$ cat config.mk
export PLATFORM = sky130hd
export DESIGN_NAME = mem_access_unit
export DESIGN_NICKNAME = d
export VERILOG_FILES = /design/src/rtl/mem_access_unit.sv
export SDC_FILE = /design/constraint.sdc
export NUM_CORES = 1
export LEC_CHECK = 0
export ABC_AREA = 1
export CAP_MARGIN = 40
export CORE_MARGIN = 2
export CORE_UTILIZATION = 27
export DETAILED_ROUTE_END_ITERATION = 10
export GPL_TIMING_DRIVEN = 0
export MAX_ROUTING_LAYER = met4
export PLACE_DENSITY_LB_ADDON = 0.25
export SLEW_MARGIN = 15
export SYNTH_ARGS = -nofsm -noshare
export SYNTH_HDL_FRONTEND = slang
export SYNTH_SLANG_ARGS = --single-unit
$ cat constraint.sdc
create_clock -name clk -period 2.7 [get_ports clk]
set_clock_uncertainty 0.2 [all_clocks]
set_input_delay 0.675 -clock clk [delete_from_list [all_inputs] [get_ports clk]]
set_output_delay 0.675 -clock clk [all_outputs]
set_load 0.03 [all_outputs]
$ cat src/rtl/mem_access_unit.sv
// Sized load/store front-end for the 64-bit byte-addressed data memory.
// Sub-doubleword stores are merged into the old doubleword read back from memory.
module mem_access_unit #(
   parameter int unsigned MEM_BYTES   = 256,
   parameter bit          CHECK_ALIGN = 1'b1
) (
   input  logic        clk,
   input  logic        rst,
   input  logic        req_valid,
   output logic        req_ready,
   input  logic        req_write,
   input  logic [1:0]  req_size,
   input  logic        req_signed,
   input  logic [63:0] req_addr,
   input  logic [63:0] req_wdata,
   output logic        resp_valid,
   input  logic        resp_ready,
   output logic [63:0] resp_rdata,
   output logic        resp_err,
   output logic [63:0] mem_adr,
   output logic [63:0] mem_datain,
   output logic        mem_w,
   output logic        mem_r,
   input  logic [63:0] mem_dataout
);

   localparam int unsigned ADDR_W    = 64;
   localparam int unsigned RANGE_W   = ADDR_W + 1;
   localparam logic [RANGE_W-1:0] MEM_LIMIT = RANGE_W'(MEM_BYTES);

   typedef enum logic [1:0] {IDLE, READ, WRITE, RESP} state_t;

   state_t      state_q;
   logic [1:0]  size_q;
   logic        signed_q;
   logic        write_q;
   logic [63:0] mem_adr_q;
   logic [63:0] mem_datain_q;
   logic        mem_r_q;
   logic        mem_w_q;
   logic        resp_valid_q;
   logic        resp_err_q;
   logic [63:0] resp_rdata_q;

   logic [2:0]  align_mask_c;
   logic        range_err_c;
   logic        align_err_c;

   // Load result: keep the low 8N bits, extend from bit 8N-1 when signed.
   function automatic logic [63:0] extend(input logic [63:0] d, input logic [1:0] sz,
                                          input logic sgn);
      case (sz)
         2'b00:   extend = {{56{sgn & d[7]}},  d[7:0]};
         2'b01:   extend = {{48{sgn & d[15]}}, d[15:0]};
         2'b10:   extend = {{32{sgn & d[31]}}, d[31:0]};
         default: extend = d;
      endcase
   endfunction

   // Store merge: new low 8N bits over the old doubleword.
   function automatic logic [63:0] merge(input logic [63:0] old, input logic [63:0] nw,
                                         input logic [1:0] sz);
      case (sz)
         2'b00:   merge = {old[63:8],  nw[7:0]};
         2'b01:   merge = {old[63:16], nw[15:0]};
         2'b10:   merge = {old[63:32], nw[31:0]};
         default: merge = nw;
      endcase
   endfunction

   always_comb begin
      align_mask_c = 3'd0;
      case (req_size)
         2'b00:   align_mask_c = 3'd0;
         2'b01:   align_mask_c = 3'd1;
         2'b10:   align_mask_c = 3'd3;
         default: align_mask_c = 3'd7;
      endcase
   end

   // One extra bit so addresses near 2^64 cannot wrap into range.
   assign range_err_c = ({1'b0, req_addr} + RANGE_W'(8)) > MEM_LIMIT;
   assign align_err_c = CHECK_ALIGN && (|(req_addr[2:0] & align_mask_c));

   assign req_ready  = (state_q == IDLE);
   assign resp_valid = resp_valid_q;
   assign resp_err   = resp_err_q;
   assign resp_rdata = resp_rdata_q;
   assign mem_adr    = mem_adr_q;
   assign mem_datain = mem_datain_q;
   assign mem_r      = mem_r_q & ~rst;
   assign mem_w      = mem_w_q & ~rst;

   always_ff @(posedge clk) begin
      if (rst) begin
         state_q      <= IDLE;
         size_q       <= 2'b00;
         signed_q     <= 1'b0;
         write_q      <= 1'b0;
         mem_adr_q    <= '0;
         mem_datain_q <= '0;
         mem_r_q      <= 1'b0;
         mem_w_q      <= 1'b0;
         resp_valid_q <= 1'b0;
         resp_err_q   <= 1'b0;
         resp_rdata_q <= '0;
      end else begin
         case (state_q)
            IDLE: begin
               if (req_valid) begin
                  size_q       <= req_size;
                  signed_q     <= req_signed;
                  write_q      <= req_write;
                  mem_adr_q    <= req_addr;
                  mem_datain_q <= req_wdata;
                  if (range_err_c || align_err_c) begin
                     state_q      <= RESP;
                     resp_valid_q <= 1'b1;
                     resp_err_q   <= 1'b1;
                     resp_rdata_q <= '0;
                  end else if (req_write && (req_size == 2'b11)) begin
                     state_q <= WRITE;
                     mem_w_q <= 1'b1;
                  end else begin
                     state_q <= READ;
                     mem_r_q <= 1'b1;
                  end
               end
            end
            READ: begin
               mem_r_q <= 1'b0;
               if (write_q) begin
                  mem_datain_q <= merge(mem_dataout, mem_datain_q, size_q);
                  mem_w_q      <= 1'b1;
                  state_q      <= WRITE;
               end else begin
                  resp_rdata_q <= extend(mem_dataout, size_q, signed_q);
                  resp_err_q   <= 1'b0;
                  resp_valid_q <= 1'b1;
                  state_q      <= RESP;
               end
            end
            WRITE: begin
               mem_w_q      <= 1'b0;
               resp_rdata_q <= '0;
               resp_err_q   <= 1'b0;
               resp_valid_q <= 1'b1;
               state_q      <= RESP;
            end
            RESP: begin
               if (resp_ready) begin
                  resp_valid_q <= 1'b0;
                  state_q      <= IDLE;
               end
            end
            default: state_q <= IDLE;
         endcase
      end
   end

endmodule

## After elaboration in Yosys (flattened, before gate mapping)

Cells that the tools add are included.

| storage, ports and cells | value |
|---|---|
| bits in registers | 202 |
| bits of input ports | 200 |
| logic and storage cells | 95 |

| cells by class | value |
|---|---|
| $add $sub $neg | 1 |
| magnitude comparators | 1 |
| equality and inequality tests | 21 |
| muxes and demuxes | 32 |
| bitwise logic cells | 8 |
| reduce and logical (&&, ||, !) cells | 18 |

Operators by type and width:

| operator | number |
|---|---|
| $pmux W64 S3 | 3 |
| $mux W64 | 5 |
| $pmux W64 S2 | 1 |
| $add A64 B4 Y65 const B | 1 |
| $gt A65 B9 Y1 const B | 1 |
| $ne A2 B2 Y1 const B | 9 |
| $reduce_and A4 Y1 | 4 |
| $mux W1 | 13 |
| $eq A2 B2 Y1 const B | 5 |
| $reduce_and A5 Y1 | 2 |
| $pmux W3 S3 | 1 |
| $mux W2 | 4 |
| $pmux W2 S4 | 1 |
| $eq A2 B1 Y1 const B | 3 |
| $logic_not A2 Y1 | 3 |
| $pmux W1 S3 | 2 |
| $reduce_and A6 Y1 | 1 |
| $and A1 B1 Y1 | 5 |
| $ne A2 B1 Y1 const B | 2 |
| $ne A4 B4 Y1 const B | 1 |
| $pmux W1 S4 | 1 |
| $reduce_and A2 Y1 | 2 |
| $and A3 B3 Y3 | 1 |
| $ne A3 B3 Y1 const B | 1 |
| 8 further kinds | 9 |

## Logic depth before layout (Yosys ltp)

Gate-level depths: netlist (run 1).

| depth | value |
|---|---|
| depth in word-level cells | 8 |
| depth in mapped cells | 22 |
| depth with buffers taken out | 20 |

## Least setup slack after synthesis (run 1)

Ideal clock, no wire load.

| path | value |
|---|---|
| path kind | input -> register |
| start | in req_addr[3] |
| end | reg resp_rdata_q[0] (netlist: resp_rdata[0]) |
| setup time | 0.128 ns |
| arrival | 2.599 ns |
| setup slack | -0.226 ns |
| stages | 20 |
| cell sequence | ha_1 inv_1 nor2_2 nand2_2 nor2_2 nand3_1 inv_1 nand4_1 nand2_1 nand2_1 nor2_1 nand2_1 nor2_1 nand4_1 nand3_2 buf_6 buf_6 nand2_1 nand2_1 nor2_1 |

| between the ends | value |
|---|---|
| longest elaborated chain between the ends | 5 |

Ends and longest elaborated chain:

| what | line | RTL |
|---|---|---|
| start, declared | 14 | `input logic [63:0] req_addr,` |
| $add A64 B4 Y65 | 82 | `assign range_err_c = ({1'b0, req_addr} + RANGE_W'(8)) > MEM_LIMIT;` |
| $gt A65 B9 Y1 | 82 |  |
| $logic_or A1 B1 Y1 | 116 | `if (range_err_c \|\| align_err_c) begin` |
| $ne A2 B1 Y1 (no source line) | n/a |  |
| $reduce_and A4 Y1 (no source line) | n/a |  |
| end signal, assigned | 137 | `resp_rdata_q <= extend(mem_dataout, size_q, signed_q);` |
| end, declared | 43 | `logic [63:0] resp_rdata_q;` |

Every way passes these cells.
A chain may end at the register's enable or synchronous reset.

## Final worst setup path (run 1)

| path | value |
|---|---|
| start | in req_addr[13] |
| end | reg resp_rdata_q[16] (netlist: resp_rdata[16]) |

Same word-level chain as after synthesis.

==> reports/results.ini, run 1 <==
[run_status]
failed_checks = negative setup slack
outcome = finished, violations left

[floorplan]
rows = 74
ios = 397
start_util_pct = 27.43
die_x_um = 207.9
core_sq_um = 40920
dieHeight_um = 207.9
die-area_sq_um = 43220

[timing]
rsz0062_at_grt = yes
period_needed_ps = 2941
worst_pin_slew_ps = 696.9
finalWorstSetupSlack_ps = -240.7
setup_tns_ps = -11320
setup_viol = 70
max_freq_ghz = 0.3401
period_share_pct = 108.9
timing_max_transition_violations_final = 0
worst_slew_margin_rel_pct = 53.54
hold_violations = 0

[routing]
routed_wl_mm = 51.75
drc = 0
num_vias = 13697
wire_per_inst_um = 17.87
viasPerCell = 4.730
drtIter0Drc = 1001
dr.pass1.iters = 5
drtAntennaViolNets = 0

[yosys]
synth_top_area_share_pct = 36.03
post_synth_xor_area_fraction_pct = 1.092
syn_avg_cell_area_sq_um = 6.064
ys.flop_type = dfxtp_1
synth_fa_ha_area_share_pct = 1.115
yosys.area.top_type = dfxtp_1
synth_top_family_by_area = simple AND/OR/NAND/NOR gates
synth_edf_count = 0
ys_warn_count = 0
synthArstFlopShare_pct = 0
synth_compound_area_share_pct = 14.25
synth_nets = 2061
ys_types = 31
synth-simple-area-share_pct = 35.90
ys_ff_latch = 202
syn_inst = 1851
synthesis.area_sq_um = 11220
synth_commonest_cells = nand2_1, nor2_1, inv_1
seq_area_frac_synth_pct = 36.03
synth_most_common_cell = nand2_1
synth_area_leaders = dfxtp_1, nand2_1, nor2_1
muxShareOfSynthArea_pct = 0

[setup_path]
path_class = input pin to flop
ff2ff_setup_slack_ps = -80
reg2reg_depth = 10
crit_slowest_cell = nand3_4
r2r_end = resp_rdata[33]
worst_path_largest_cell_delay_ps = 220
crit_buf_inv = 7
r2r_start = state_q[1]
crit_family = simple AND/OR/NAND/NOR gates
cp-end-kind = flop
crit_fanout = 5
setup.worst_path.start_class = input pin
worstPathRequired_ps = 2940
crit_top_cell = buf_6
crit_arrival_ps = 3180
path_cells = buf_6 > nand2_4 > nor2_4 > buf_6 > nand2_4 > nor2_4 > nand2_4 > nor2_4 > buf_6 > nand3_1 > nand2_1 > nand2_1 > nor2_1 > nand2_1 > nor2_2 > nand4_1 > nand3_4 > buf_6 > buf_12 > buf_12 > nand2_2 > inv_1 > nor2_1

[pwr]
p_clk_share_pct = 19.0
internal-power_mw = 10.80
power.leakage_nw = 7.998
p_switching_mw = 8.894
pwr-share-comb_pct = 57.2
swShare_pct = 45.17
p_seq_share_pct = 23.8
finalPower_mw = 19.69
ir_drop_v = 0.0005126
power.density_nw_per_um2 = 1048

[finish]
nNetsFinal = 2548
final_cells = 2896
syn_to_final_growth_pct = 67.41
postLayoutCellArea_sq_um = 18790
drive_above_1_share_pct = 21.03

[place]
io_buffers = 395
pre_cts_ws_ps = -1595
postPlaceCellArea_sq_um = 15890
dp.cells = 2780
gp_congestion = 0.9098
hpwl_mm = 39.41

[cts]
ctsRootBufferMaster = clkbuf_16
cts_tree = built
path_clk_slew_ps = 60
cts_sinks = 202
clock_path_buffers = 3
clock_latency_ps = 550
htree_levels = 1
cts_buffers = 26
hold_buffers = 0

[worst_hold_path]
min_from = req_addr[3]
hp-class = input pin to flop
holdPathStages = 3
holdPathEnd = mem_adr[3]

[grt]
gr-usage-all-layers_pct = 23.42
grt_max_degree = 14
grt-ovfl-total = 0
antenna_found_initial = 6
grt_pass1_wl_mm = 77.05
first_global_vias = 13164

[job]
maxCapViolCount = 0

## metrics by stage
step / hold slack, ps / utilization [%]
global route: 180.0 / 45.92
finish: 195.7 / 45.92
floorplan: 278.4 / -
CTS: 190.7 / 44.56
detailed placement: 236.9 / 38.83
global placement: 233.2 / 38.78
## cells in the final DEF (no fill, tap or decap), types with 22 or more instances in the layout
cell and n:
clkbuf_16 27, nor2_4 58, clkdlybuf4s50_1 329, a31oi_1 24
buf_4 43, nand4_1 44, a21oi_1 112, inv_1 209
nand2_4 40, nand3_1 45, clkbuf_2 24, nand2_2 91
dfxtp_1 202, nor2_1 216, clkbuf_1 54, buf_6 22
o21ai_0 150, nand2_1 401, nor2_2 61
## state kept, by name, summed over array words and instances (netlist names)
signal and flops:
mem_adr 64, mem_datain 64, mem_r_q 1, mem_w_q 1, resp_err 1, resp_rdata 64, resp_valid 1, signed_q 1
size_q 2, state_q 2, write_q 1
## layer usage
metal  share of wire, %  global-route usage, %  wire, um
met4                2.4                  6.261      1236
met2                 49                  39.88     25240
met5                  0                      -         0
met3                7.0                  5.011      3623
met1                 42                  27.94     21650
## worst max path at each step
stage                       from             end  slack [ps]  depth (start not counted)
global placement    req_addr[16]  resp_rdata[15]       -1570                         20
global route        req_addr[44]  resp_rdata[23]        -350                         19
floorplan            req_addr[4]   resp_rdata[0]         -60                         20
detailed placement  req_addr[16]   resp_rdata[2]       -1590                         20
finish              req_addr[13]  resp_rdata[16]        -240                         23
CTS                  req_addr[3]  resp_rdata[18]        -240                         25
## area by class of cell
class                           count  area [sq um]
Timing Repair Buffer              461          4607
Tap cell                          532         665.6
Sequential cell                   202          4044
Antenna cell                        6         15.01
Multi-Input combinational cell   1323          7109
Fill cell                        4194         22130
Clock buffer                       40         803.3
Clock inverter                      8         130.1
Inverter                          235         894.6
Buffer                             89         521.8
## worst register-to-register path: stages (launching register included)
cell,delay [ps]
dfxtp_1,370
inv_1,90
ha_1,260
inv_1,220
nor2_2,110
inv_1,100
clkbuf_1,420
clkbuf_1,460
a21oi_1,220
nor2_4,150
nor2_1,50
## timing repair
action / CTS / global route
gates resized for setup: 465 / 270
setup endpoints to repair: 106 / 130
gates cloned: 11 / 1
hold endpoints to repair: 0 / 0
setup buffers: 42 / 20
pin swaps: 91 / 102
## power groups by stage
| stage | Clock, mW | Combinational [mW] | Sequential [mW] |
|---|---|---|---|
| after detailed placement | 0 | 9.66 | 4.73 |
| after floorplan | 0 | 3.65 | 6.72 |
| final | 3.75 | 11.3 | 4.69 |
| after global placement | 0 | 9.62 | 4.70 |
| after global routing | 3.93 | 12.1 | 4.81 |
| after CTS | 3.82 | 11.3 | 4.68 |
## cell families (layout without fill, tap and decap cells)
kind of cell,Yosys count,in the layout
simple gates,992,992
xor+xnor,14,14
fa+ha+maj,10,10
buf+inv,326,833
other cells,0,6
compound gates,307,307
flops,202,202
(Power assumes the default switching activity.)
==> run 2: changes to the inputs <==
--- a/config.mk
+++ b/config.mk
@@ -13,7 +13,7 @@
 export GPL_TIMING_DRIVEN = 0
 export MAX_ROUTING_LAYER = met4
 export PLACE_DENSITY_LB_ADDON = 0.25
-export SLEW_MARGIN = 15
+export SLEW_MARGIN = 20
 export SYNTH_ARGS = -nofsm -noshare
 export SYNTH_HDL_FRONTEND = slang
 export SYNTH_SLANG_ARGS = --single-unit
==> run 2 against run 1 <==
  * The run still ends with negative setup slack left
  * First-iteration DRC count fell by 2.6%
  * Highest routed layer unchanged
  * Register-to-register slack barely moved
  * Final cell count barely moved
  * Sequential share of layout area rose by 0.46 points
  * Design area fell by 2.1%
  * Setup slack improved by 35 ps
  * Sequential power barely moved
==> reports/results.ini, run 2 (synthesized netlist as in run 1, its figures left out) <==
[timing]
finalWorstSetupSlack_ps = -205.8  ; +34.87 ps
max_freq_ghz = 0.3441  ; +1.2%
setup_viol = 66  ; -5.7%
worst_pin_slew_ps = 735.9  ; +39.03 ps
rsz0062_at_grt = yes
period_share_pct = 107.6  ; -1.3 points
worst_slew_margin_rel_pct = 50.94  ; -2.6 points
timing_max_transition_violations_final = 0  ; unchanged
hold_violations = 0  ; unchanged
period_needed_ps = 2906  ; -34.87 ps

[cts]
path_clk_slew_ps = 60  ; about the same
ctsRootBufferMaster = clkbuf_16
cts_buffers = 26  ; unchanged
clock_path_buffers = 3  ; unchanged
cts_tree = built
cts_sinks = 202  ; unchanged
hold_buffers = 0  ; unchanged
clock_latency_ps = 560  ; about the same
htree_levels = 1  ; unchanged

[place]
gp_congestion = 0.9098  ; unchanged
hpwl_mm = 39.48  ; +0.20%
pre_cts_ws_ps = -1592  ; +3.060 ps
io_buffers = 395  ; unchanged

[grt]
first_global_vias = 13173  ; +0.068%
grt_pass1_wl_mm = 76.60  ; -0.57%
gr-usage-all-layers_pct = 23.26  ; -0.16 points
grt_max_degree = 14  ; unchanged
antenna_found_initial = 8  ; +2
grt-ovfl-total = 0  ; unchanged

[setup_path]
worst_path_largest_cell_delay_ps = 260  ; +40 ps
cp-end-kind = flop
path_cells = buf_12 > inv_6 > nor2_4 > nand2_4 > nor2_4 > buf_4 > nand3_4 > nand2_2 > nand3_1 > nor2_2 > nand2_2 > nor2_4 > nand4_1 > nand3_4 > buf_12 > buf_12 > buf_8 > nand2_1 > nand2_1 > nor2_1
crit_arrival_ps = 3150  ; -30 ps
crit_buf_inv = 6  ; -1
reg2reg_depth = 10  ; unchanged
crit_slowest_cell = nor2_4
crit_family = simple AND/OR/NAND/NOR gates
cp_num_cells = 20  ; -13%
crit_fanout = 7  ; +2
path_class = input pin to flop
worstPathRequired_ps = 2940  ; about the same
setup.worst_path.start_class = input pin

[finish]
drive_above_1_share_pct = 18.61  ; -2.4 points
nNetsFinal = 2546  ; -0.078%
utilization_pct = 44.95  ; -0.97 points
final_common_cell = nand2_1
final_cell_mix = nand2_1, clkdlybuf4s50_1, nor2_1, inv_1, dfxtp_1
syn_to_final_growth_pct = 63.88

[routing]
routed_wl_mm = 51.14  ; -1.2%
dr.pass1.iters = 5  ; unchanged
wire_per_inst_um = 17.66  ; -1.2%
drtIter0Drc = 975  ; -2.6%
num_vias = 13663  ; -0.25%
drc = 0  ; unchanged
viasPerCell = 4.720  ; -0.21%
drtAntennaViolNets = 0  ; unchanged

[pwr]
power.leakage_nw = 7.817  ; -2.3%
ir_drop_v = 0.0005093  ; -0.65%
power.density_nw_per_um2 = 1044  ; -0.40%

[floorplan]
dieHeight_um = 207.9  ; unchanged
rows = 74  ; unchanged
die-area_sq_um = 43220  ; unchanged
core_sq_um = 40920  ; unchanged
ios = 397  ; unchanged
die_x_um = 207.9  ; unchanged
start_util_pct = 27.43  ; unchanged

[run_status]
failed_checks = negative setup slack
outcome = finished, violations left

[worst_hold_path]
hp-class = input pin to flop
holdPathStages = 3  ; unchanged

[job]
maxCapViolCount = 0  ; unchanged

==> run 2: changes by cell type in the layout (fill, tap and decap cells not counted), sizes merged <==
cell,delta
buf,-9
bufinv,-1
clkbuf,-6
clkdlybuf4s15,+10
clkdlybuf4s18,-1
clkinv,-1
clkinvlp,+3
diode,+3
inv,+1
==> run 2: worst register-to-register path: stages, from the launching register on <==
cell      delay, ps
dfxtp_1         370
inv_1            90
ha_1            260
inv_1           190
nor2_1          150
inv_1           120
clkbuf_1        420
clkbuf_1        500
a21oi_1         170
nor2_1          150
nor2_1           50
==> run 2: repair_timing <==
action	4_1_cts	5_1_grt
setup buffers	41	17
gates cloned	10	0
pin swaps	100	67
resized for setup	453	155
setup endpoints to repair	107	127
==> run 2: per-stage QoR <==
step / cells / cell area [sq um] / power [mW] / hold WS, ps / setup TNS, ps
floorplan: 1851 / 11250 / 10.37 / 278.4 / -1991
global placement: 2778 / 15870 / 14.32 / 233.2 / -148560
detailed placement: 2780 / 15890 / 14.39 / 236.6 / -129820
CTS: 2877 / 18060 / 19.30 / 170.6 / -10740
global route: 2894 / 18390 / 20.40 / 170.9 / -22740
finish: 2895 / 18400 / 19.20 / 184.9 / -10100
==> run 2: layout make-up <==
class	instances	area, sq um
well taps	532	665.6
fillers	4211	22530
diodes	9	22.52
plain buffers	87	459.2
repair buffers	461	4627
flip-flops and latches	202	4044
inverters	235	894.6
clock buffers	36	718.2
clock inverters	10	118.9
multi-input cells	1323	6845
==> run 2: path summary, 6_finish.rpt <==
kind         slack, ps             end      startpoint
max               -210   resp_rdata[0]     req_addr[3]
min                180      mem_adr[3]     req_addr[3]
max reg2reg        -80  resp_rdata[63]      state_q[1]
min reg2reg        240  mem_datain[28]  mem_datain[28]
==> run 2: report_power, final <==
part	switching [mW]	leakage, nW	internal, mW
clock	1.43	0.402	2.04
sequential	0.590	1.67	4.09
combinational	6.72	5.75	4.32
==> run 2: per-layer routing <==
| layer | vias to the layer above | global-route usage [%] | wire [um] |
|---|---|---|---|
| met1 | 6284 | 28.15 | 21400 |
| met3 | 82 | 4.513 | 3913 |
| met4 | 0 | 7.263 | 1364 |
| li1 | 6795 | - | - |
| met2 | 502 | 38.98 | 24460 |
| met5 | - | - | 0 |
==> run 3: changes to the inputs <==
--- a/config.mk
+++ b/config.mk
@@ -13,7 +13,6 @@
 export GPL_TIMING_DRIVEN = 0
 export MAX_ROUTING_LAYER = met4
 export PLACE_DENSITY_LB_ADDON = 0.25
-export SLEW_MARGIN = 20
 export SYNTH_ARGS = -nofsm -noshare
 export SYNTH_HDL_FRONTEND = slang
 export SYNTH_SLANG_ARGS = --single-unit
==> constraint.sdc (replaced) <==
create_clock -name clk -period 2.8 [get_ports clk]
set_clock_uncertainty 0.2 [all_clocks]
set_input_delay 0.7 -clock clk [delete_from_list [all_inputs] [get_ports clk]]
set_output_delay 0.7 -clock clk [all_outputs]
set_load 0.03 [all_outputs]
==> run 3 against run 2 <==
  * The flow still finishes with violations (negative setup slack)
  * Design area is 0.21% lower
  * Count of clock-buffer cells in the layout is 4 higher
  * Sequential cell count stayed put
  * Critical endpoint is now resp_rdata[12]
  * Critical path type unchanged
  * Setup slack better by 61 ps
  * Critical path depth is 1 lower
  * Sequential power is 3% lower
==> reports/results.ini, run 3 (synthesized netlist as in run 1, its figures left out) <==
[run_status]
outcome = finished, violations left
failed_checks = negative setup slack

[routing]
highest_layer = met4
drtIter0Drc = 885  ; -9.2%
dr.pass1.iters = 6  ; +1
num_vias = 13661  ; -0.015%
wl_met2_mm = 24.15  ; -1.3%
viasPerCell = 4.719  ; about the same
routed_wl_mm = 51.17  ; about the same
wire_per_inst_um = 17.68  ; about the same
drtAntennaViolNets = 0  ; unchanged
wl_met3_mm = 3.952  ; +1.0%
drc = 0  ; unchanged
wl_met1_mm = 21.23  ; -0.76%

[cts]
clock_path_buffers = 3  ; unchanged
clock_latency_ps = 550  ; about the same
path_clk_slew_ps = 60  ; about the same
ctsRootBufferMaster = clkbuf_16
htree_levels = 1  ; unchanged
cts_tree = built
cts_sinks = 202  ; unchanged
cts_buffers = 26  ; unchanged

[setup_path]
worstPathRequired_ps = 3040  ; +100 ps
crit_family = simple AND/OR/NAND/NOR gates
crit_fanout = 5  ; -2
cp-end-kind = flop
crit_arrival_ps = 3180  ; +30 ps
cp_num_cells = 19  ; -5.0%
path_cells = buf_4 > nand2_4 > nor2_4 > nand2_4 > nor2_4 > nand2_1 > xor2_1 > nand3_1 > nor2_2 > nand2_2 > nor2_4 > nand4_1 > nand3_2 > buf_8 > buf_12 > buf_8 > nand2_4 > nand2_4 > nor2_2
crit_top_cell = nand2_4
setup.worst_path.start_class = input pin
crit_buf_inv = 4  ; -2
ff2ff_setup_slack_ps = 60  ; +140 ps
worst_path_largest_cell_delay_ps = 230  ; -30 ps
reg2reg_depth = 9  ; -1
crit_slowest_cell = nor2_4
path_class = input pin to flop

[worst_hold_path]
hp-class = input pin to flop
holdPathStages = 3  ; unchanged

[grt]
grt_pass1_wl_mm = 75.90  ; -0.92%
grt-ovfl-total = 0  ; unchanged
first_global_vias = 13091  ; -0.62%
gr-usage-all-layers_pct = 23.05  ; -0.21 points
antenna_found_initial = 10  ; +2
grt_max_degree = 14  ; unchanged

[floorplan]
die-area_sq_um = 43220  ; unchanged
start_util_pct = 27.43  ; unchanged
rows = 74  ; unchanged
dieHeight_um = 207.9  ; unchanged
ios = 397  ; unchanged
core_sq_um = 40920  ; unchanged
die_x_um = 207.9  ; unchanged

[pwr]
p_clk_share_pct = 18.8  ; +0.7 points
p_seq_share_pct = 24.6  ; +0.2 points
power.density_nw_per_um2 = 999.7  ; -4.2%
swShare_pct = 45.37  ; -0.17 points
internal-power_mw = 10.03  ; -4.1%
pwr-share-comb_pct = 56.6  ; -0.9 points
p_switching_mw = 8.325  ; -4.8%
power.leakage_nw = 7.828  ; +0.14%
finalPower_mw = 18.35  ; -4.4%
ir_drop_v = 0.0004657  ; -8.6%

[place]
postPlaceCellArea_sq_um = 15900  ; about the same
hpwl_mm = 39.65  ; +0.41%
io_buffers = 395  ; unchanged
dp.cells = 2782  ; +0.072%
gp_congestion = 0.9016  ; -0.90%

[timing]
timing_max_transition_violations_final = 0  ; unchanged
period_needed_ps = 2945
whs_ps = 232.8  ; +47.86 ps
hold_violations = 0  ; unchanged
setup_viol = 66  ; unchanged
period_share_pct = 105.2
max_freq_ghz = 0.3396
worst_slew_margin_rel_pct = 48.30  ; -2.6 points
finalWorstSetupSlack_ps = -144.5  ; +61.26 ps
worst_pin_slew_ps = 775.4  ; +39.51 ps
rsz0062_at_grt = yes

[finish]
drive_above_1_share_pct = 17.29  ; -1.3 points
syn_to_final_growth_pct = 63.54
final_common_cell = nand2_1
final_cells = 2895  ; unchanged
postLayoutCellArea_sq_um = 18360  ; -0.21%
nNetsFinal = 2544  ; -0.079%
final_cell_mix = nand2_1, clkdlybuf4s50_1, nor2_1, inv_1, dfxtp_1

[job]
maxCapViolCount = 0  ; unchanged

run 3: changes by cell type in the layout (fill, tap and decap cells not counted), moves of 4 or more:
cell	previous run	this run
nor2_1	236	248
inv_1	217	225
clkbuf_16	26	30
nor2_2	53	40
inv_2	12	5
nand3_2	9	5
buf_12	15	5
clkbuf_2	21	11
clkbuf_8	3	11
buf_8	9	13
run 3: path summary, 6_finish.rpt:
| check | startpoint | end |
|---|---|---|
| setup / recovery | req_addr[8] | resp_rdata[12] |
| hold / removal | req_addr[5] | mem_adr[5] |
| setup reg to reg | state_q[0] | resp_rdata[36] |
| hold reg to reg | mem_datain[48] | mem_datain[48] |
run 3: layer usage:
metal | vias to the layer above | global-route usage, %
met2 | 542 | 38.06
li1 | 6795 | -
met1 | 6227 | 27.62
met3 | 97 | 5.177
met5 | - | -
met4 | 0 | 7.997
run 3: repair_timing:
action,in CTS,in global routing
gates resized for setup,396,174
pin swaps,74,81
hold buffers,0,0
gates cloned,5,4
endpoints found under the hold margin,0,0
setup endpoints to repair,82,129
setup buffers,30,23
run 3: power groups by stage:
stage,Sequential (mW),Combinational (mW),Clock [mW]
6_report,4.52,10.4,3.44
3_5_place_dp,4.57,9.32,0
5_1_grt,4.64,11.2,3.64
2_1_floorplan,6.48,3.52,0
3_3_place_gp,4.54,9.26,0
4_1_cts,4.52,10.1,3.52
run 3: metrics by stage:
step	utilization, %	setup WS [ps]	setup TNS [ps]
after detailed placement	38.86	-1492	-105260
after global routing	44.85	-303.0	-17780
final	44.85	-144.5	-6083
after floorplan	-	8.857	0
after CTS	43.41	-167.5	-4351
after global placement	38.78	-1461	-131990
run 3: cell type report:
cell class | instances | area [sq um]
Antenna cell | 9 | 22.52
Buffer | 89 | 476.7
Clock buffer | 40 | 813.3
Clock inverter | 8 | 81.33
Fill cell | 4257 | 22570
Inverter | 235 | 892.1
Multi-Input combinational cell | 1323 | 6825
Sequential cell | 202 | 4044
Tap cell | 532 | 665.6
Timing Repair Buffer | 457 | 4536
run 3: tightest hold or removal path: cells and delay by family:
family / cells / cell delay [ps]
compound gates: 1 / 80
simple gates: 1 / 80
buf+inv: 1 / 90
